`src/rtl/game_pkg.sv`:
```
// ---------------------------------------------------------------------------
// game_pkg: run-state encoding, level width and move-rate defaults shared by
// the scheduler and the sprite animators.   Rev 1.0
// ---------------------------------------------------------------------------
`default_nettype none

package game_pkg;

   typedef enum logic [1:0] {
      S_IDLE = 2'd0,
      S_RUN  = 2'd1,
      S_OVER = 2'd2
   } run_state_t;

   localparam int LEVEL_W = 4;

   localparam int DEF_PERIOD_W        = 20;
   localparam int DEF_INIT_PERIOD     = 500000;
   localparam int DEF_MIN_PERIOD      = 100000;
   localparam int DEF_PERIOD_STEP     = 25000;
   localparam int DEF_MOVES_PER_LEVEL = 640;
   localparam int DEF_LEVEL_MAX       = 15;

   // Shorter period for the next level, clamped so it never drops below the floor.
   function automatic int unsigned dec_period(input int unsigned p,
                                              input int unsigned min_p,
                                              input int unsigned step);
      if (p < min_p + step) begin
         return min_p;
      end
      return p - step;
   endfunction

endpackage

`default_nettype wire

```
`src/rtl/move_scheduler_if.sv`:
```
// ---------------------------------------------------------------------------
// move_scheduler_if: game-control inputs and move/status outputs of the
// scheduler.   Rev 1.0
// ---------------------------------------------------------------------------
`default_nettype none

interface move_scheduler_if;
   import game_pkg::*;

   logic               start;
   logic               collision;
   logic               move;
   logic               running;
   logic               game_over;
   logic [LEVEL_W-1:0] level;

   modport slave (
      input  start,
      input  collision,
      output move,
      output running,
      output game_over,
      output level
   );

   modport master (
      output start,
      output collision,
      input  move,
      input  running,
      input  game_over,
      input  level
   );

endinterface

`default_nettype wire

```
`src/rtl/move_tick_gen.sv`:
```
// ---------------------------------------------------------------------------
// move_tick_gen: free-running cycle counter emitting a registered one-cycle
// tick every period_i enabled cycles.   Rev 1.0
// ---------------------------------------------------------------------------
`default_nettype none

module move_tick_gen #(
   parameter int PERIOD_W = 20
) (
   input  wire logic                clk,
   input  wire logic                reset,
   input  wire logic                enable_i,
   input  wire logic                clear_i,
   input  wire logic [PERIOD_W-1:0] period_i,
   output logic                     tick_o,
   output logic                     wrap_o
);

   logic [PERIOD_W-1:0] cnt_q, cnt_d;
   logic                tick_q, tick_d;
   logic [PERIOD_W-1:0] last_cnt;

   assign last_cnt = period_i - PERIOD_W'(1);
   // wrap_o lets the owner update level/period on the same edge the tick is issued.
   assign wrap_o   = enable_i & ~clear_i & (cnt_q >= last_cnt);

   always_comb begin
      cnt_d  = cnt_q;
      tick_d = 1'b0;
      if (clear_i) begin
         cnt_d = '0;
      end else if (wrap_o) begin
         cnt_d  = '0;
         tick_d = 1'b1;
      end else if (enable_i) begin
         cnt_d = cnt_q + PERIOD_W'(1);
      end
   end

   always_ff @(posedge clk) begin
      if (reset) begin
         cnt_q  <= '0;
         tick_q <= 1'b0;
      end else begin
         cnt_q  <= cnt_d;
         tick_q <= tick_d;
      end
   end

   assign tick_o = tick_q;

endmodule

`default_nettype wire

```
`src/rtl/move_scheduler.sv`:
```
// ---------------------------------------------------------------------------
// move_scheduler: game run-state FSM issuing move pulses whose rate ramps up
// with the level counter.   Rev 1.0
// ---------------------------------------------------------------------------
`default_nettype none

module move_scheduler
   import game_pkg::*;
#(
   parameter int PERIOD_W        = DEF_PERIOD_W,
   parameter int INIT_PERIOD     = DEF_INIT_PERIOD,
   parameter int MIN_PERIOD      = DEF_MIN_PERIOD,
   parameter int PERIOD_STEP     = DEF_PERIOD_STEP,
   parameter int MOVES_PER_LEVEL = DEF_MOVES_PER_LEVEL,
   parameter int LEVEL_MAX       = DEF_LEVEL_MAX
) (
   input  wire logic         clk,
   input  wire logic         reset,
   move_scheduler_if.slave   bus
);

   localparam int MCNT_W = $clog2(MOVES_PER_LEVEL + 1);

   localparam logic [PERIOD_W-1:0] PERIOD_INIT = PERIOD_W'(INIT_PERIOD);
   localparam logic [MCNT_W-1:0]   MCNT_LAST   = MCNT_W'(MOVES_PER_LEVEL - 1);
   localparam logic [LEVEL_W-1:0]  LEVEL_TOP   = LEVEL_W'(LEVEL_MAX);

   run_state_t          state_q, state_d;
   logic                start_q;
   logic [LEVEL_W-1:0]  level_q, level_d;
   logic [PERIOD_W-1:0] period_q, period_d;
   logic [MCNT_W-1:0]   mcnt_q, mcnt_d;

   logic start_rise;
   logic reinit;
   logic tick_en;
   logic tick;
   logic wrap;

   assign start_rise = bus.start & ~start_q;
   // Collision masks the counter so a terminal-count edge cannot also pulse.
   assign tick_en    = (state_q == S_RUN) & ~bus.collision;

   move_tick_gen #(
      .PERIOD_W (PERIOD_W)
   ) u_tick (
      .clk      (clk),
      .reset    (reset),
      .enable_i (tick_en),
      .clear_i  (reinit),
      .period_i (period_q),
      .tick_o   (tick),
      .wrap_o   (wrap)
   );

   always_comb begin
      state_d  = state_q;
      level_d  = level_q;
      period_d = period_q;
      mcnt_d   = mcnt_q;
      reinit   = 1'b0;

      case (state_q)
         S_IDLE: begin
            if (start_rise) begin
               state_d = S_RUN;
               reinit  = 1'b1;
            end
         end
         S_RUN: begin
            if (bus.collision) begin
               state_d = S_OVER;
            end else if (wrap) begin
               if (mcnt_q == MCNT_LAST) begin
                  mcnt_d   = '0;
                  level_d  = (level_q < LEVEL_TOP) ? level_q + LEVEL_W'(1) : level_q;
                  period_d = PERIOD_W'(dec_period(32'(period_q),
                                                  int'(MIN_PERIOD),
                                                  int'(PERIOD_STEP)));
               end else begin
                  mcnt_d = mcnt_q + MCNT_W'(1);
               end
            end
         end
         S_OVER: begin
            if (start_rise) begin
               state_d = S_RUN;
               reinit  = 1'b1;
            end
         end
         default: begin
            state_d = S_IDLE;
         end
      endcase

      if (reinit) begin
         level_d  = '0;
         period_d = PERIOD_INIT;
         mcnt_d   = '0;
      end
   end

   always_ff @(posedge clk) begin
      if (reset) begin
         state_q  <= S_IDLE;
         start_q  <= 1'b0;
         level_q  <= '0;
         period_q <= PERIOD_INIT;
         mcnt_q   <= '0;
      end else begin
         state_q  <= state_d;
         start_q  <= bus.start;
         level_q  <= level_d;
         period_q <= period_d;
         mcnt_q   <= mcnt_d;
      end
   end

   assign bus.move      = tick;
   assign bus.running   = (state_q == S_RUN);
   assign bus.game_over = (state_q == S_OVER);
   assign bus.level     = level_q;

endmodule

`default_nettype wire

```
`src/flat_wrapper.sv`:
```
// flat-port wrapper written by rule: the top's interface ports become plain ports
module move_scheduler_flat import game_pkg::*;
#(
   parameter int PERIOD_W        = DEF_PERIOD_W,
   parameter int INIT_PERIOD     = DEF_INIT_PERIOD,
   parameter int MIN_PERIOD      = DEF_MIN_PERIOD,
   parameter int PERIOD_STEP     = DEF_PERIOD_STEP,
   parameter int MOVES_PER_LEVEL = DEF_MOVES_PER_LEVEL,
   parameter int LEVEL_MAX       = DEF_LEVEL_MAX
)
  (clk, reset, bus_start, bus_collision, bus_move, bus_running, bus_game_over, bus_level);
  move_scheduler_if bus_i ();
  input  wire logic clk;
  input  wire logic reset;
  input wire logic [$bits(bus_i.start)-1:0] bus_start;
  input wire logic [$bits(bus_i.collision)-1:0] bus_collision;
  output wire logic [$bits(bus_i.move)-1:0] bus_move;
  output wire logic [$bits(bus_i.running)-1:0] bus_running;
  output wire logic [$bits(bus_i.game_over)-1:0] bus_game_over;
  output wire logic [$bits(bus_i.level)-1:0] bus_level;
  assign bus_i.start = bus_start;
  assign bus_i.collision = bus_collision;
  assign bus_move = bus_i.move;
  assign bus_running = bus_i.running;
  assign bus_game_over = bus_i.game_over;
  assign bus_level = bus_i.level;
  move_scheduler #(.PERIOD_W(PERIOD_W), .INIT_PERIOD(INIT_PERIOD), .MIN_PERIOD(MIN_PERIOD), .PERIOD_STEP(PERIOD_STEP), .MOVES_PER_LEVEL(MOVES_PER_LEVEL), .LEVEL_MAX(LEVEL_MAX)) u_core (.clk(clk), .reset(reset), .bus(bus_i));
endmodule
```
`config.mk`:
```
export PLATFORM = sky130hd
export DESIGN_NAME = move_scheduler_flat
export DESIGN_NICKNAME = d
export VERILOG_FILES = /design/src/rtl/game_pkg.sv /design/src/rtl/move_scheduler_if.sv /design/src/rtl/move_tick_gen.sv /design/src/rtl/move_scheduler.sv /design/src/flat_wrapper.sv
export SDC_FILE = /design/constraint.sdc
export NUM_CORES = 1
export LEC_CHECK = 0
export CAP_MARGIN = 20
export CORE_UTILIZATION = 60
export DETAILED_ROUTE_END_ITERATION = 12
export PLACE_DENSITY = 0.86
export SYNTH_ARGS = -nofsm -noshare
export SYNTH_HDL_FRONTEND = slang
export SYNTH_SLANG_ARGS = --single-unit
```
`constraint.sdc`:
```
create_clock -name clk -period 6.77 [get_ports clk]
set_input_delay 1.354 -clock clk [delete_from_list [all_inputs] [get_ports clk]]
set_output_delay 1.354 -clock clk [all_outputs]
set_load 0.1 [all_outputs]
```
-- After elaboration in Yosys (flattened, before gate mapping)
Index checks and enable logic that the tools add are counted.
Widths: inputs -> output; s select.
- reductions and logical operators: 8
- bitwise logic cells: 7
- equality and inequality tests: 5
- $add $sub $neg: 5
- muxes and demuxes: 14
- $lt $le $gt $ge: 3
- operators by type and width (operator ; count):
    $add 20x1->20 const B ; 1
    $ge 20x20->1 ; 1
    $lt 20x17->1 const B ; 1
    $mux 20 ; 1
    $sub 20x1->20 const B ; 1
    $sub 20x15->20 const B ; 1
    $mux 17 ; 1
    $add 10x1->10 const B ; 1
    $eq 10x10->1 const B ; 1
    $mux 10 ; 1
    $mux 1 ; 8
    $reduce_and 5->1 ; 1
    $add 4x1->4 const B ; 1
    $and 1x1->1 ; 4
    $lt 4x4->1 const B ; 1
    $mux 2 ; 2
    $pmux 2 s2 ; 1
    $reduce_and 4->1 ; 1
    $reduce_or 2->1 ; 2
    $not 1->1 ; 3
    $reduce_and 3->1 ; 1
    $reduce_or 3->1 ; 1
    $eq 2x1->1 const B ; 1
    $eq 2x2->1 const B ; 1
    4 further kinds ; 4
- register bits after elaboration: 58
- output and inout port bits: 7

-- Longest topological paths before layout
- word-level depth: 11
- mapped depth: 16
- depth with buffers taken out: 13

-- By module
A second synthesis with hierarchy kept.
- cell total of the unflattened synthesis: 418
- area total of the unflattened synthesis: 3632.2 µm²
- by module, submodules not included (module ; area each (µm²) ; cells each ; times used):
    move_tick_gen ; 1825.5 ; 201 ; 1
    move_scheduler ; 1806.7 ; 217 ; 1

-- Worst setup path after synthesis
No wires, ideal clock.
- path kind: register to register
- start point: register u_core.period_q[7]
- end point: register u_core.mcnt_q[3]
- cell stages (with the launch flop): 16
- period minus slack after synthesis: 3.326 ns
- arrival: 3.254 ns
- required time: 6.698 ns
- path slack: 3.444 ns
- cell sequence: dfxtp_1 > buf_4 > nor4_2 > nand2_1 > nor3_1 > nand2b_1 > nor4_1 > xnor2_1 > ha_1 > and4_1 > a221oi_2 > buf_2 > a211o_1 > buf_2 > nand2_1 > a21oi_1
- longest elaborated chain between the ends: 4
- RTL lines (item ; line ; RTL):
    start: declaration ; move_scheduler.sv:31 ; logic [PERIOD_W-1:0] period_q, period_d;
    start signal: assignment ; move_scheduler.sv:114 ; period_q <= period_d;
    $sub 20x1->20 ; move_tick_gen.sv:23 ; assign last_cnt = period_i - PERIOD_W'(1);
    $ge 20x20->1 ; move_tick_gen.sv:25 ; assign wrap_o = enable_i & ~clear_i & (cnt_q >= last_cnt);
    $and 1x1->1 ; move_tick_gen.sv:25 ;
    $reduce_and 3->1 (no line) ; n/a ;
    end signal: assignment ; move_scheduler.sv:115 ; mcnt_q <= mcnt_d;
    end: declaration ; move_scheduler.sv:32 ; logic [MCNT_W-1:0] mcnt_q, mcnt_d;
No other way between the ends.
A chain may end at the register's enable or synchronous reset.

-- Final worst setup path
- start point: register u_core.period_q[7]
- end point: register u_core.mcnt_q[7]
The elaborated chain is that of the path after synthesis.

==> impl_metrics.json <==
{
  "outcome": "finished, final reports clean",
  "drc": 0,
  "die_h_um": 76.5,
  "synth_area_per_cell_um2": 8.35,
  "root_buffer": "clkbuf_8",
  "power.density_cell_area_nw_per_um2": 162,
  "drt_wl_total_um": 6640,
  "cts_resized": 0,
  "clockBufferDepth": 2,
  "timing.final.hold_violations": 0,
  "holdBufCountCts": 0,
  "initial_core_utilization_pct": 63.6,
  "clk_transition_reported_paths_ns": 0.11,
  "port_buffers": 10,
  "drive_above_1_share_pct": 6.73,
  "finalSetupTns_ns": 0,
  "fin_crit_ns": 4.27,
  "grt_start_max_net_pins": 21,
  "routability_driven_placement_congestion_ratio": 0.834,
  "fin_worst_hold_slack_ns": 0.484,
  "wire_length_of_the_first_global_routing_pass_um": 11600,
  "layout.filler_cells": 422,
  "synth_enable_flop_cells": 0,
  "drt_first_iter_violations": 129,
  "leakagePower_uw": 0.00130,
  "synth_seq_cells": 55,
  "gr-usage-all-layers_pct": 24.1,
  "ctsHtreeMaxLevel": 2,
  "netlist.top_cell.by_area": "dfxtp_1",
  "mappedNetlistNets": 426,
  "clock.fmax_mhz": 234,
  "timing.slew.headroom_pct": 26.0,
  "period_share_pct": 63.1,
  "timing_worst_slew_pin_value_ns": 1.11,
  "dr.pass1.iters": 5,
  "vias_per_cell": 5.95,
  "synth_top_area_share_pct": 33.0,
  "final_nets": 427,
  "final_max_slew_viol_count": 0,
  "numClockSinks": 55,
  "first_global_vias": 2680,
  "cp_data_arrival_time_ns": 4.51,
  "timing.critical_path.to_type": "flop",
  "syn2layout_area_growth_pct": 6.42,
  "drtAntennaViolNets": 0,
  "synth_cell_type_count": 61,
  "antenna_cells": 0,
  "synth.area.top_cells": "dfxtp_1 33%, ha_1 8.6%, nor2_1 6.3%",
  "synth-main-ff-cell": "dfxtp_1",
  "tritoncts.num_buffers": 5,
  "top_level_ports": 11,
  "worst_ir_drop_vdd_v": 0.000142,
  "area.sequential_um2": 1100,
  "synthCells": 399,
  "place_hpwl_um": 4870,
  "async_reset_ff_share_pct": 0,
  "num_rows": 26,
  "tritoncts_clock_tree": "built",
  "globalRoute.totalOverflow": 0,
  "design.die.area_um2": 5860,
  "min_path_type": "reg -> reg",
  "clock_insertion_delay_at_the_later_pin_of_the_skew_report_ns": 0.31,
  "crit_type": "reg -> reg",
  "multi_input_logic_area_um2": 2090,
  "post_cts.repair.setup_buffers": 0,
  "via_count": 2801,
  "yosysSeqAreaShare_pct": 33.0,
  "yosys_warnings": 0,
  "netlist_area_um2": 3330,
  "timing.final.setup_violations": 0,
  "critPathLaunchType": "flop",
  "die_w_um": 76.5,
  "grt_antenna_before_repair": 0,
  "max-cap-violations": 0,
  "critPathRequiredTime_ns": 7.01,
  "routed_wirelength_normalized_by_instance_count_um": 14.1,
  "cp_max_fo": 12,
  "worst_clock_skew_ns": 0.00917,
  "grt_setup_unrepaired": "no",
  "area_inside_the_core_boundary_um2": 5240
}
[cells in the mapped netlist, types with 6 or more instances]
cell	n
a211oi_1	6
a21oi_1	28
and3_1	8
clkbuf_1	6
dfxtp_1	55
ha_1	23
inv_1	9
nand2_1	35
nand3_1	21
nand4_1	10
nor2_1	56
nor3_1	11
nor4_1	6
o21ai_0	9
xnor2_1	24
xor2_1	16
[sequential cells by signal, indices dropped and copies added, names as in the netlist]
signal                count
u_core.state_q            2
u_core.u_tick.cnt_q      20
u_core.start_q            1
u_core.bus.level          4
u_core.mcnt_q            10
u_core.period_q          17
u_core.u_tick.tick_o      1
[area by class of cell]
cell class | count | area share [%]
timing repair buffer | 12 | 3.25
clock buffer | 5 | 1.94
multi-input combinational | 317 | 59.0
tap | 70 | 2.47
sequential | 55 | 31.1
inverter | 9 | 0.953
clock inverter | 3 | 1.34
[worst paths after layout]
kind                            start  slack (ns)  cells past startpoint                   to
hold reg to reg   u_core.period_q[19]        0.48                      2  u_core.period_q[19]
hold / removal    u_core.period_q[19]        0.48                      2  u_core.period_q[19]
setup / recovery   u_core.period_q[7]        2.50                     13     u_core.mcnt_q[7]
setup reg to reg   u_core.period_q[7]        2.50                     13     u_core.mcnt_q[7]
[cell usage in the layout (no fill, tap or decap), types with 3 or more instances in the layout]
cell              n
nand2b_1          4
nor3_1           11
xor2_1           16
a211oi_1          6
and3_1            8
ha_1             23
nand2_1          35
nor4_1            6
nand4_1          10
xnor2_1          24
nand3_1          21
o21ai_1           5
inv_1             9
a21oi_1          28
o21ai_0           9
nor2_1           56
clkbuf_8          5
nor2b_1           5
clkdlybuf4s50_1  10
a21o_1            3
dfxtp_1          55
[logic make-up (layout without fill, tap and decap cells)]
| family | count (synthesis) | count (layout) | share of synthesized area (%) |
|---|---|---|---|
| and+or+nand+nor | 175 | 175 | 25.9 |
| AOI/OAI and AO/OA | 78 | 78 | 17.4 |
| xor gates and xnor gates | 40 | 40 | 10.5 |
| buffers and inverters | 27 | 29 | 4.17 |
| adders and majority gates | 23 | 23 | 8.64 |
| DFF | 55 | 55 | 33.0 |
| muxes | 1 | 1 | 0.300 |
[routing by layer]
metal / up-vias / part of all wire, % / GRT usage [%]
met5: - / 0 / 0
met4: 0 / 1.6 / 7.69
met3: 13 / 3.0 / 3.71
met2: 58 / 49 / 42.1
met1: 1311 / 46 / 30.3
li1: 1419 / - / -
[power breakdown]
part / total (uW) / internal (uW) / leakage [uW] / switching (uW)
combinational: 23.2 / 6.39 / 0.000795 / 16.8
clock: 225 / 112 / 0.0000587 / 113
sequential: 325 / 325 / 0.000444 / 0.856
[metrics by stage]
step | area (um^2) | utilization, % | std cells | setup WS, ns | total power [uW]
2_1_floorplan | 3330 | - | 399 | 3.44 | 349
3_3_place_gp | 3430 | 65.5 | 463 | 2.78 | 356
3_5_place_dp | 3430 | 65.5 | 463 | 2.61 | 356
4_1_cts | 3550 | 67.7 | 471 | 2.55 | 580
5_1_grt | 3550 | 67.7 | 471 | 2.18 | 595
6_report | 3550 | 67.7 | 471 | 2.50 | 574
[worst max-delay path: stages (launching register included)]
cell and delay, ns:
dfxtp_1 0.42, nor4_2 0.40, nand2_1 0.13, nor3_1 0.30
nand2b_1 0.12, nor4_1 0.23, xnor2_1 0.17, ha_1 0.28
a21oi_1 0.21, nand2_1 0.09, a221oi_2 0.89, a211o_1 0.47
nand2_1 0.26, a21oi_1 0.21
No activity file was read; power rests on OpenSTA's default activity.
